`config.mk`:
```
export PLATFORM = sky130hd
export DESIGN_NAME = sd_card_dat
export DESIGN_NICKNAME = d
export VERILOG_FILES = /design/src/rtl/sd_card_dat.sv
export SDC_FILE = /design/constraint.sdc
export NUM_CORES = 1
export LEC_CHECK = 0
export CAP_MARGIN = 30
export CORE_ASPECT_RATIO = 2
export CORE_MARGIN = 5
export CORE_UTILIZATION = 50
export DETAILED_ROUTE_END_ITERATION = 7
export PLACE_DENSITY = 0.82
export SLEW_MARGIN = 10
export SYNTH_ARGS = -nofsm -noshare
export SYNTH_HDL_FRONTEND = slang
export SYNTH_SLANG_ARGS = --single-unit
```
`constraint.sdc`:
```
create_clock -name SDclock -period 5.2 [get_ports SDclock]
set_input_delay 1.04 -clock SDclock [delete_from_list [all_inputs] [get_ports SDclock]]
set_output_delay 1.04 -clock SDclock [all_outputs]
set_load 0.02 [all_outputs]
```
`src/rtl/sd_card_dat.sv`:
```
// sd_card_dat: card-side DAT0 endpoint that receives write blocks with CRC status token and busy, and sends read blocks with CRC16
module sd_card_dat #(
  parameter int BLOCK_WORDS = 128,
  parameter int BUSY_CYCLES = 8,
  parameter int NAC = 2
) (
  input  logic        SDclock,
  input  logic        reset,
  input  logic        dat_in,
  output logic        dat_out,
  output logic        dat_oe,
  input  logic        write_en,
  input  logic        read_req,
  input  logic [31:0] rd_word,
  output logic        rd_pop,
  output logic [31:0] wr_word,
  output logic        wr_valid,
  output logic        crc_ok,
  output logic        busy,
  output logic        done
);
  localparam int NBITS = 32 * BLOCK_WORDS;
  localparam int CW = $clog2(NBITS) + 1;
  typedef enum logic [3:0] {
    IDLE, RX_DATA, RX_CRC, RX_END, TOK_TURN, TOK, WR_BUSY,
    RD_WAIT, RD_START, RD_DATA, RD_CRC, RD_END
  } state_t;
  state_t state;
  logic [CW-1:0] cnt;
  logic [31:0] sh;
  logic [15:0] crc;
  logic [3:0] tsh;
  logic ok;
  function automatic logic [15:0] crc_step(input logic [15:0] c, input logic b);
    return {c[14:0], 1'b0} ^ ((c[15] ^ b) ? 16'h1021 : 16'h0000);
  endfunction
  assign busy = state != IDLE;
  assign ok = (sh[15:0] == crc) && dat_in;
  always_ff @(posedge SDclock or posedge reset) begin
    if (reset) begin
      state <= IDLE;
      cnt <= '0;
      sh <= '0;
      crc <= '0;
      tsh <= '0;
      dat_out <= 1'b1;
      dat_oe <= 1'b0;
      rd_pop <= 1'b0;
      wr_word <= '0;
      wr_valid <= 1'b0;
      crc_ok <= 1'b1;
      done <= 1'b0;
    end else begin
      wr_valid <= 1'b0;
      done <= 1'b0;
      case (state)
        IDLE: begin
          dat_oe <= 1'b0;
          dat_out <= 1'b1;
          cnt <= '0;
          crc <= '0;
          state <= read_req ? RD_WAIT : (write_en && !dat_in) ? RX_DATA : IDLE;
        end
        RX_DATA: begin
          sh <= {sh[30:0], dat_in};
          crc <= crc_step(crc, dat_in);
          cnt <= cnt + 1'b1;
          if (cnt[4:0] == 5'd31) begin
            wr_word <= {sh[30:0], dat_in};
            wr_valid <= 1'b1;
          end
          if (cnt == CW'(NBITS - 1)) begin
            cnt <= '0;
            state <= RX_CRC;
          end
        end
        RX_CRC: begin
          sh <= {sh[30:0], dat_in};
          cnt <= cnt + 1'b1;
          if (cnt == CW'(15)) begin
            cnt <= '0;
            state <= RX_END;
          end
        end
        RX_END: begin
          crc_ok <= ok;
          tsh <= ok ? 4'b0101 : 4'b1011;
          state <= TOK_TURN;
        end
        TOK_TURN: begin
          cnt <= cnt + 1'b1;
          if (cnt == CW'(1)) begin
            cnt <= '0;
            state <= TOK;
            dat_oe <= 1'b1;
            dat_out <= 1'b0;
          end
        end
        TOK: begin
          if (cnt == CW'(4)) begin
            cnt <= '0;
            state <= crc_ok ? WR_BUSY : IDLE;
            done <= !crc_ok;
            dat_oe <= crc_ok;
            dat_out <= !crc_ok;
          end else begin
            cnt <= cnt + 1'b1;
            dat_out <= tsh[3];
            tsh <= {tsh[2:0], 1'b0};
          end
        end
        WR_BUSY: begin
          cnt <= cnt + 1'b1;
          if (cnt == CW'(BUSY_CYCLES - 1)) begin
            cnt <= '0;
            state <= IDLE;
            done <= 1'b1;
            dat_oe <= 1'b0;
            dat_out <= 1'b1;
          end
        end
        RD_WAIT: begin
          cnt <= cnt + 1'b1;
          if (cnt == CW'(NAC - 1)) begin
            cnt <= '0;
            state <= RD_START;
            dat_oe <= 1'b1;
            dat_out <= 1'b0;
            rd_pop <= 1'b1;
          end
        end
        RD_START: begin
          sh <= rd_word;
          dat_out <= rd_word[31];
          crc <= crc_step(crc, rd_word[31]);
          rd_pop <= 1'b0;
          state <= RD_DATA;
        end
        RD_DATA: begin
          cnt <= cnt + 1'b1;
          rd_pop <= cnt[4:0] == 5'd30 && cnt < CW'(NBITS - 32);
          if (cnt == CW'(NBITS - 1)) begin
            cnt <= '0;
            state <= RD_CRC;
            dat_out <= crc[15];
            crc <= {crc[14:0], 1'b0};
          end else if (cnt[4:0] == 5'd31) begin
            sh <= rd_word;
            dat_out <= rd_word[31];
            crc <= crc_step(crc, rd_word[31]);
          end else begin
            sh <= {sh[30:0], 1'b0};
            dat_out <= sh[30];
            crc <= crc_step(crc, sh[30]);
          end
        end
        RD_CRC: begin
          cnt <= cnt + 1'b1;
          if (cnt == CW'(15)) begin
            cnt <= '0;
            state <= RD_END;
            dat_out <= 1'b1;
          end else begin
            dat_out <= crc[15];
            crc <= {crc[14:0], 1'b0};
          end
        end
        RD_END: begin
          state <= IDLE;
          done <= 1'b1;
          dat_oe <= 1'b0;
          dat_out <= 1'b1;
        end
        default: state <= IDLE;
      endcase
    end
  end
endmodule

```
; Yosys cells after proc, flatten, opt, wreduce, memory -nomap -nowiden
; Index checks and enable logic that the tools add are counted.
[totals]
ff_bits = 106
[classes]
add_sub_neg = 1
n_bitwise = 6
n_eq_ne = 31
mux = 48
magnitude_cmp = 1
reduce_logical = 27
[ops]
columns = op, n
row1 = 13-bit 2-to-1 mux, 8
row2 = 31-bit case mux with 3 select lines, 1
row3 = 16-bit case mux with 5 select lines, 1
row4 = 13-bit case mux with 6 select lines, 1
row5 = 31-bit 2-to-1 mux, 2
row6 = 16-bit 2-to-1 mux, 3
row7 = 16-bit by 13-bit XOR with 16-bit output, 3
row8 = 4-bit case mux with 11 select lines, 1
row9 = 4-bit 2-to-1 mux, 10
row10 = "13-bit by 3-bit == test with 1-bit output, second input constant", 2
row11 = "2-bit != test, second input constant", 11
row12 = 16-bit == test, 1
row13 = "4-bit by 3-bit == test with 1-bit output, second input constant", 4
row14 = "4-bit == test, second input constant", 4
row15 = 1-bit 2-to-1 mux, 14
row16 = "13-bit by 1-bit adder with 13-bit output, second input constant", 1
row17 = "13-bit by 1-bit == test with 1-bit output, second input constant", 1
row18 = "13-bit by 12-bit == test with 1-bit output, second input constant", 1
row19 = "13-bit by 4-bit == test with 1-bit output, second input constant", 1
row20 = "13-bit by 12-bit < comparator with 1-bit output, second input constant", 1
row21 = "5-bit == test, second input constant", 2
row22 = 2-bit AND reduction, 5
row23 = 2-bit OR reduction, 5
row24 = "4-bit by 2-bit == test with 1-bit output, second input constant", 2
row25 = 20 further kinds, 29

; Depth between registers and ports, before layout
; Gate-level depths: netlist of run 1.
[depth]
ltp_word = 6
depth_mapped = 9
depth_no_buf = 8

; Worst setup path before layout of run 1
; No wires, ideal clock.
[synth_timing]
path_kind = register to output
startpoint = register state[2]
endpoint = output busy
stages_incl_launch_ff = 5
path_buffers = 2
t_arrival_ns = 1.153
slack_ns = 3.007
cell_sequence = dfrtp_1 > buf_1 > clkbuf_1 > nor2_1 > nand2_1
[synth_between]
elab_chain_cells = 1
[synth_lines]
columns = element, line
row1 = start: declaration, 28  ; state_t state;
row2 = start signal: assignment, 62  ; state <= read_req ? RD_WAIT : (write_en && !dat_in) ? RX_DATA : IDLE;
row3 = start signal: assignment, 102  ; state <= crc_ok ? WR_BUSY : IDLE;
row4 = 4-bit nonzero test, 37  ; assign busy = state != IDLE;
row5 = end: declaration, 19  ; output logic busy,
; No other way between the ends.

; Worst setup path after layout of run 1
[layout_timing]
startpoint = register state[3]
endpoint = output busy
; Same word-level chain as after synthesis.

==> results_dict.tcl, run 1 <==
set metrics [dict create \
    status "complete, no violations" \
    synth_largest_area_cell "dfrtp_1" \
    post_cts.repair.setup_buffers 0 \
    clockBufferDepth 2 \
    finalSetupViolations 0 \
    synthTopCellsByArea "dfrtp_1, nand2_1, o21ai_0" \
    power_switching_mw 1.34 \
    period_needed_ns 3.09 \
    synth_edf_count 0 \
    dieArea_um2 13100 \
    cts_buffers 9 \
    timing.final.ws_setup_ns 2.11 \
    ir_worst_vdd_v 0.000340 \
    clockRootBuffer "clkbuf_16" \
    cp_max_fo 20 \
    async_reset_ff_frac 1.00 \
    start_util 0.512 \
    drc_errors 0 \
    die_w_um 83.5 \
    synth_nets 623 \
    worst_ep_required_time_ns 4.16 \
    hold_start "wr_word[19]" \
    cts_num_sinks 106 \
    syn_area_um2 5400 \
    critPathKind "flop to output port" \
    slowest_delay_ns 0.75 \
    fin_skew_ns 0.00828 \
    post-place-cells 770 \
    syn_to_final_growth_pct 22.1 \
    dp_slack_ns 2.27 \
    core-area_um2 10500 \
    netlist.area_leader.share 0.482 \
    postCtsResizedCells 0 \
    cap_violations 0 \
    synth_ff_type "dfrtp_1" \
    syn_avg_cell_area_um2 9.27 \
    io_buffers 75 \
    die_y_um 157 \
    finalCritPeriodShare 0.593 \
    grt_max_degree 67 \
    ios 76 \
    grt_usage 0.219 \
    yosysMostFrequentCell "nand2_1" \
    syn_inst 582 \
    utilization 0.625 \
    routedWlPerCell_um 17.7 \
    gp_congestion 0.912 \
    wl_um 13900 \
    tightest_slew_ns 0.878 \
    antenna-diode-count 0 \
    power_mw 3.18 \
    hpwl_um 10100 \
    power_leakage_nw 2.86 \
    critical_path_arrival_ns 2.05 \
    max_freq_ghz 0.324 \
    pwr-share-clk 0.211 \
    worstPathBufferInverterCount 1 \
    grt_pass1_wl_um 23000 \
    seq_area_frac_synth 0.492 \
    cts_tree "yes" \
    nNetsFinal 686 \
    ys_types 56 \
    drive_gt1_frac 0.0877 \
    post_drt_via_cell_ratio 5.74 \
    cp_top_family "flip-flops" \
    antenna_found_initial 0 \
    min_path_type "flop to flop" \
    p_int_mw 1.84 \
    overflow 0 \
    final_hold_viol_count 0 \
    tns_ns 0 \
    drtAntennaViolNets 0 \
    startpoint "state[3]" \
    reg2reg_from "state[0]" \
    postCtsHoldBufs 0 \
    synth_common_cells "nand2_1, dfrtp_1, o21ai_0" \
    p_comb_frac 0.392 \
    grt_pass1_vias 4612 \
    slew_headroom 0.413 \
    yosys_register_bits 106 \
    ys_warn_count 0 \
    clock_latency_ns 0.35 \
    drv_slew 0 \
    seq_power_share 0.397 \
    crit_chain "nor2_1 > nand2_1 > clkdlybuf4s50_1" \
    cts.htree.levels 3 \
    drt-pass1-iter-count 5 \
    swShare 0.422 \
    dr_total_vias 4514 \
    row_count 53 \
    start_kind "flop" \
    clk_pin_slew_ns 0.08 \
    p_per_area_nw_per_um2 482 \
    fin_cells 787 \
    slowest_stage "dfrtp_1" \
    n_fill_cell 819 \
    drtIter0Drc 337 \
    rsz0062_at_grt "false" \
    crit_path_end_kind "output port" \
]
==> flip-flops by register name, summed over array words and instances (netlist names), 4 cells and up <==
| name | count |
|---|---|
| wr_word | 32 |
| state | 4 |
| tsh | 4 |
| cnt | 13 |
| crc | 16 |
| sh | 31 |
==> cell type report <==
class | count | area (um2) | share of cell area
Tap cell | 137 | 171 | 0.0260
Timing Repair Buffer | 84 | 871 | 0.132
Clock buffer | 10 | 229 | 0.0347
Sequential cell | 106 | 2660 | 0.403
Multi-Input combinational cell | 420 | 2510 | 0.381
Inverter | 24 | 92.6 | 0.0140
Clock inverter | 6 | 61.3 | 0.00930
==> layer usage <==
| layer | wire [um] | track usage | up-vias | share of wire |
|---|---|---|---|---|
| met5 | 0 | 0 | - | 0 |
| met4 | 473 | 0.0959 | 0 | 0.034 |
| met3 | 581 | 0.0372 | 39 | 0.042 |
| met2 | 7910 | 0.419 | 157 | 0.57 |
| met1 | 4930 | 0.233 | 2183 | 0.35 |
| li1 | - | - | 2135 | - |
==> power by group through the flow <==
stage          registers, mW  clock network, mW  logic [mW]
3_3_place_gp            1.26                  0        1.12
5_1_grt                 1.28              0.719        1.39
4_1_cts                 1.25              0.682        1.23
2_1_floorplan           1.15                  0       0.940
6_report                1.26              0.671        1.24
3_5_place_dp            1.27                  0        1.22
==> final timing paths <==
kind	cells after the start	slack (ns)	end
max	3	2.11	busy
min	2	0.49	wr_word[19]
max reg2reg	6	2.22	cnt[7]
min reg2reg	2	0.49	wr_word[19]
max in group asynchronous	4	3.25	sh[3]
min in group asynchronous	2	0.96	wr_word[17]
==> placed cells by master (no fill, tap or decap), types with 6 or more instances in the layout <==
master,synthesis,routed
xnor2_1,9,9
clkdlybuf4s50_1,0,75
nor2_1,34,33
dfrtp_1,104,104
mux2i_1,33,33
nor2b_1,6,6
nand3_1,28,28
nand4_1,7,7
mux2_2,20,20
xor2_1,9,9
buf_4,3,6
a21oi_1,13,13
inv_1,23,22
clkbuf_16,0,9
o21ai_0,69,69
nand2_1,117,117
==> cells by family after synthesis <==
| group | after synthesis | synth area share |
|---|---|---|
| AO/OA/AOI/OAI | 122 | 0.136 |
| XOR/XNOR | 18 | 0.0292 |
| adder cells (fa/ha/maj) | 4 | 0.00927 |
| buffers and inverters | 56 | 0.0443 |
| flip-flops | 106 | 0.492 |
| multiplexers | 54 | 0.106 |
| AND/OR/NAND/NOR | 222 | 0.184 |
==> stage by stage <==
| stage | cell area, um2 | hold WS, ns |
|---|---|---|
| detailed placement | 6290 | 0.470 |
| global route | 6590 | 0.513 |
| finish | 6590 | 0.488 |
| global placement | 6220 | 0.463 |
| floorplan | 5400 | 0.443 |
| CTS | 6580 | 0.489 |
==> worst reg2reg max path, stage by stage (launching register included) <==
cell      delay, ns
dfrtp_1        0.77
nand2b_1       0.28
mux2_4         0.31
o21a_1         0.19
o31a_1         0.49
nor2_1         0.59
o211ai_1       0.19
Note: power is estimated with default switching activity, not from simulation.
==> run 2, diff against run 1 <==
==> constraint.sdc (replaced) <==
create_clock -name SDclock -period 3 [get_ports SDclock]
set_input_delay 0.6 -clock SDclock [delete_from_list [all_inputs] [get_ports SDclock]]
set_output_delay 0.6 -clock SDclock [all_outputs]
set_load 0.02 [all_outputs]
==> run 2 against run 1 <==
Net effect: worst hold slack lost 0.0071 ns; largest power group is now combinational cells; critical path type unchanged; critical endpoint unchanged; power grew 72%; largest cell class unchanged; sequential share of layout area down 0.17 points.
==> results_dict.tcl, run 2 (synthesis results as in run 1) <==
set metrics [dict create \
    critical_path_arrival_ns 2.06 \
    postCtsHoldBufs 0 \
    post-place-cells 775 \
    top_register "wr_word" \
    hpwl_um 10300 \
    dr_total_vias 4602 \
    routedWlPerCell_um 17.4 \
    fin_cells 791 \
    die_y_um 157 \
    drtAntennaViolNets 0 \
    period_needed_ns 2.66 \
    power_switching_mw 2.27 \
    grt_pass1_wl_um 22400 \
    nNetsFinal 690 \
    drt-pass1-iter-count 7 \
    dieArea_um2 13100 \
    drive_gt1_frac 0.0948 \
    cts_num_sinks 106 \
    power_leakage_nw 2.87 \
    p_per_area_nw_per_um2 824 \
    core-area_um2 10500 \
    start_kind "flop" \
    slew_headroom 0.509 \
    largest_reg_flops 32 \
    overflow 0 \
    syn_to_final_growth_pct 22.6 \
    status "complete, no violations" \
    cap_violations 0 \
    slowest_stage "dfrtp_1" \
    p_comb_frac 0.400 \
    rsz0062_at_grt "false" \
    drc_errors 0 \
    layout_common_cells "nand2_1, dfrtp_1, clkdlybuf4s50_1" \
    io_buffers 75 \
    ir_worst_vdd_v 0.000562 \
    reg.largest.list "wr_word: 32 flops, sh: 31 flops, crc: 16 flops" \
    fin_skew_ns 0.0116 \
    cts_buffers 9 \
    worstPathBufferInverterCount 1 \
    cts_tree "yes" \
    clockRootBuffer "clkbuf_16" \
    row_count 53 \
    grt_max_degree 63 \
    seq_power_share 0.391 \
    grt_pass1_vias 4691 \
    drv_slew 0 \
    max_freq_ghz 0.376 \
    crit_path_end_kind "output port" \
    crit_chain "nor2_1 > nand2_1 > clkdlybuf4s50_1" \
    cp_top_family "flip-flops" \
    post_drt_via_cell_ratio 5.82 \
    tns_ns 0 \
    tightest_slew_ns 0.736 \
    gp_congestion 0.946 \
    clock_latency_ns 0.35 \
    grt_usage 0.212 \
    antenna_found_initial 0 \
    ios 76 \
    swShare 0.416 \
    wl_um 13700 \
    clk_pin_slew_ns 0.08 \
    slowest_delay_ns 0.82 \
    worst_ep_required_time_ns 2.40 \
    cts.htree.levels 3 \
    drtIter0Drc 404 \
    cp_max_fo 22 \
    min_path_type "flop to flop" \
    die_w_um 83.5 \
    finalSetupViolations 0 \
    pwr-share-clk 0.209 \
    finalCritPeriodShare 0.886 \
    start_util 0.512 \
    clockBufferDepth 2 \
    p_int_mw 3.18 \
    critPathKind "flop to output port" \
    antenna-diode-count 0 \
    final_common_cell "nand2_1" \
    final_hold_viol_count 0 \
]
run 2: cell types whose count changed in the layout (fill, tap and decap cells not counted):
cell	previous run	this run
inv_8	1	2
clkinv_8	1	0
buf_12	1	4
buf_4	6	9
a21oi_2	0	1
inv_4	1	0
a21oi_1	13	12
buf_16	2	0
clkinvlp_4	1	2
run 2: power by group through the flow:
| stage | registers (mW) | clock network (mW) | logic [mW] |
|---|---|---|---|
| 5_1_grt | 2.18 | 1.22 | 2.42 |
| 2_1_floorplan | 2.00 | 0 | 1.63 |
| 3_5_place_dp | 2.14 | 0 | 2.16 |
| 6_report | 2.13 | 1.14 | 2.18 |
| 4_1_cts | 2.12 | 1.15 | 2.17 |
| 3_3_place_gp | 2.13 | 0 | 2.08 |
run 2: what timing repair did:
item / 4_1_cts / 5_1_grt
endpoints found under the setup margin: 0 / 4
gates resized for setup: 0 / 1
setup buffers: 0 / 0
hold endpoints to repair: 0 / 0
run 2: stage by stage:
stage | power [mW] | hold WS, ns | worst slack (ns) | area [um2] | util
global route | 5.81 | 0.504 | 0.220 | 6620 | 0.628
finish | 5.45 | 0.481 | 0.341 | 6620 | 0.628
global placement | 4.21 | 0.461 | 0.284 | 6330 | 0.600
CTS | 5.44 | 0.486 | 0.228 | 6610 | 0.627
detailed placement | 4.30 | 0.463 | 0.244 | 6330 | 0.600
floorplan | 3.63 | 0.443 | 0.895 | 5400 | -
run 2: final cells by class:
type                    count  area [um2]
clock buffers              10         229
clock inverters             6        56.3
fillers                   850        3930
inverters                  24        93.8
multi-input cells         420        2510
flip-flops and latches    106        2660
well taps                 137         171
repair buffers             88         898
run 2: final timing paths:
kind,start,endpoint,slack (ns),depth (start not counted)
min in group asynchronous,reset,done,0.50,2
worst max-delay path,state[2],busy,0.34,3
worst max register to register,state[1],cnt[9],0.46,6
worst min-delay path,wr_word[28],wr_word[28],0.48,2
worst min register to register,wr_word[28],wr_word[28],0.48,2
max in group asynchronous,reset,crc_ok,1.95,3
run 2: tightest hold or removal path, stage by stage, from the launching register on:
cell     delay, ns
dfrtp_1       0.35
nand2_1       0.05
nand2_1       0.05
run 2: layer usage:
layer  up-vias  GRT usage  share of wire
met5         -          0              0
met4         0      0.118          0.051
met3        64     0.0351          0.044
met2       203      0.398           0.55
met1      2188      0.222           0.35
li1       2147          -              -
==> run 3, diff against run 2 <==
--- a/config.mk
+++ b/config.mk
@@ -6,12 +6,13 @@
 export NUM_CORES = 1
 export LEC_CHECK = 0
 export CAP_MARGIN = 30
-export CORE_ASPECT_RATIO = 2
+export CORE_ASPECT_RATIO = 1.4
 export CORE_MARGIN = 5
-export CORE_UTILIZATION = 50
+export CORE_UTILIZATION = 35
 export DETAILED_ROUTE_END_ITERATION = 7
-export PLACE_DENSITY = 0.82
+export PLACE_DENSITY = 0.63
 export SLEW_MARGIN = 10
 export SYNTH_ARGS = -nofsm -noshare
 export SYNTH_HDL_FRONTEND = slang
 export SYNTH_SLANG_ARGS = --single-unit
+export TNS_END_PERCENT = 1
==> run 3 against run 2 <==
Net effect: power rose by 0.61%; cell count rose by 7.1%; setup slack got worse by 0.10 ns; sequential power barely moved; die area rose by 38%; maximum frequency fell by 3.7%; critical path depth rose by 4; sequential share of layout area fell by 0.38 points; clock power rose by 4%; combinational power barely moved; sequential cell count did not move; largest power group unchanged.
==> results_dict.tcl, run 3 (synthesis results as in run 1) <==
set metrics [dict create \
    cts_num_sinks 106 \
    clock_latency_ns 0.36 \
    grt_busiest_layer "met2" \
    startpoint "cnt[1]" \
    n_fill_cell 1463 \
    grt_usage 0.163 \
    seq_area_um2 2660 \
    ir_worst_vdd_v 0.000432 \
    core-area_um2 15100 \
    cp-endpoint "state[2]" \
    overflow 0 \
    io_buffers 75 \
    seq_power_share 0.387 \
    gp_congestion 0.956 \
    nNetsFinal 691 \
    timing.final.ws_setup_ns 0.240 \
    final_common_cell "nand2_1" \
    placed_area_um2 6380 \
    start_kind "flop" \
    drive_gt1_frac 0.0962 \
    die_y_um 157 \
    grt_use_met3 0.0431 \
    drtAntennaViolNets 0 \
    clk_pin_slew_ns 0.08 \
    syn_to_final_growth_pct 23.8 \
    grt_max_degree 63 \
    utilization 0.442 \
    tightest_slew_ns 0.929 \
    drt-pass1-iter-count 4 \
    rsz0062_at_grt "false" \
    r2r_end "state[2]" \
    antenna-diode-count 0 \
    postCtsResizedCells 0 \
    routedWlPerCell_um 16.4 \
    postCtsHoldBufs 0 \
    grt_pass1_vias 4656 \
    critical_path_arrival_ns 3.01 \
    r2r_slack_ns 0.24 \
    p_per_area_nw_per_um2 821 \
    use_met1 0.202 \
    dr_total_vias 4395 \
    post_drt_via_cell_ratio 5.19 \
    slew_headroom 0.381 \
    row_count 53 \
    wl_um 13900 \
    clockRootBuffer "clkbuf_16" \
    period_needed_ns 2.76 \
    die_w_um 115 \
    post_cts.repair.setup_buffers 0 \
    power_leakage_nw 2.87 \
    post-place-cells 831 \
    start_util 0.357 \
    finalCritPeriodShare 0.920 \
    grt_pass1_wl_um 23800 \
    largest_reg_flops 32 \
    cts_tree "yes" \
    drc_errors 0 \
    finalSetupViolations 0 \
    power_switching_mw 2.29 \
    crit_path_end_kind "flop" \
    max_freq_ghz 0.362 \
    cp_max_fo 13 \
    drtIter0Drc 235 \
    reg2reg_from "cnt[1]" \
    layout_common_cells "nand2_1, dfrtp_1, clkdlybuf4s50_1" \
    rr_worst_depth 7 \
    clockBufferDepth 2 \
    swShare 0.418 \
    dieArea_um2 18000 \
    tns_ns 0 \
    reg.largest.list "wr_word: 32 flops, sh: 31 flops, crc: 16 flops" \
    multi_input_comb_area_um2 2510 \
    ios 76 \
    critPathKind "flop to flop" \
    p_int_mw 3.20 \
    dp_slack_ns 0.279 \
    final_hold_viol_count 0 \
    grt_use_met2 0.278 \
    status "complete, no violations" \
    cts.htree.levels 3 \
    fin_cells 847 \
    fin_skew_ns 0.0107 \
    worst_ep_required_time_ns 3.25 \
    drv_slew 0 \
    pwr-share-clk 0.217 \
    min_path_type "flop to flop" \
    cts_buffers 9 \
    antenna_found_initial 0 \
    cap_violations 0 \
    hpwl_um 10200 \
    top_register "wr_word" \
    final_area_um2 6680 \
    p_comb_frac 0.396 \
]
==> run 3: worst min-delay path by stage <==
stage	cells after the start	to	slack, ns	startpoint
after floorplan	2	tsh[0]	0.44	tsh[0]
after global placement	2	wr_word[20]	0.46	wr_word[20]
after detailed placement	2	wr_word[19]	0.46	wr_word[19]
after CTS	2	wr_word[26]	0.49	wr_word[26]
after global routing	2	wr_word[27]	0.52	wr_word[27]
final	2	wr_word[26]	0.48	wr_word[26]
==> run 3: area by class of cell <==
type	instances	area share
Tap cell	192	0.0360
Clock buffer	9	0.0337
Timing Repair Buffer	89	0.132
Clock inverter	7	0.0112
Inverter	24	0.0140
Sequential cell	106	0.397
Multi-Input combinational cell	420	0.376
==> run 3: per-layer routing <==
layer  up-vias  part of all wire  wire length (um)
met5         -                 0                 0
met2        93              0.51              7000
met1      2152              0.42              5850
li1       2135                 -                 -
met3        15             0.056               774
met4         0             0.017               233
==> run 3: power by group through the flow <==
stage / registers, mW / logic, mW / clock network, mW
floorplan: 2.00 / 1.63 / 0
global placement: 2.14 / 2.13 / 0
detailed placement: 2.15 / 2.19 / 0
CTS: 2.12 / 2.19 / 1.22
global route: 2.18 / 2.46 / 1.28
finish: 2.12 / 2.17 / 1.19
==> run 3: worst max-delay path, stage by stage (launching register included) <==
cell and delay (ns):
dfrtp_1 0.44, ha_1 0.29, and4_1 0.32, nand4_2 0.18, o21bai_1 0.09, a21oi_1 0.72
nor2_1 0.32, a31o_1 0.29
==> run 3: stage by stage <==
stage	total power [mW]	hold WS [ns]
floorplan	3.63	0.443
finish	5.49	0.483
global route	5.92	0.517
global placement	4.27	0.464
CTS	5.53	0.489
detailed placement	4.33	0.463
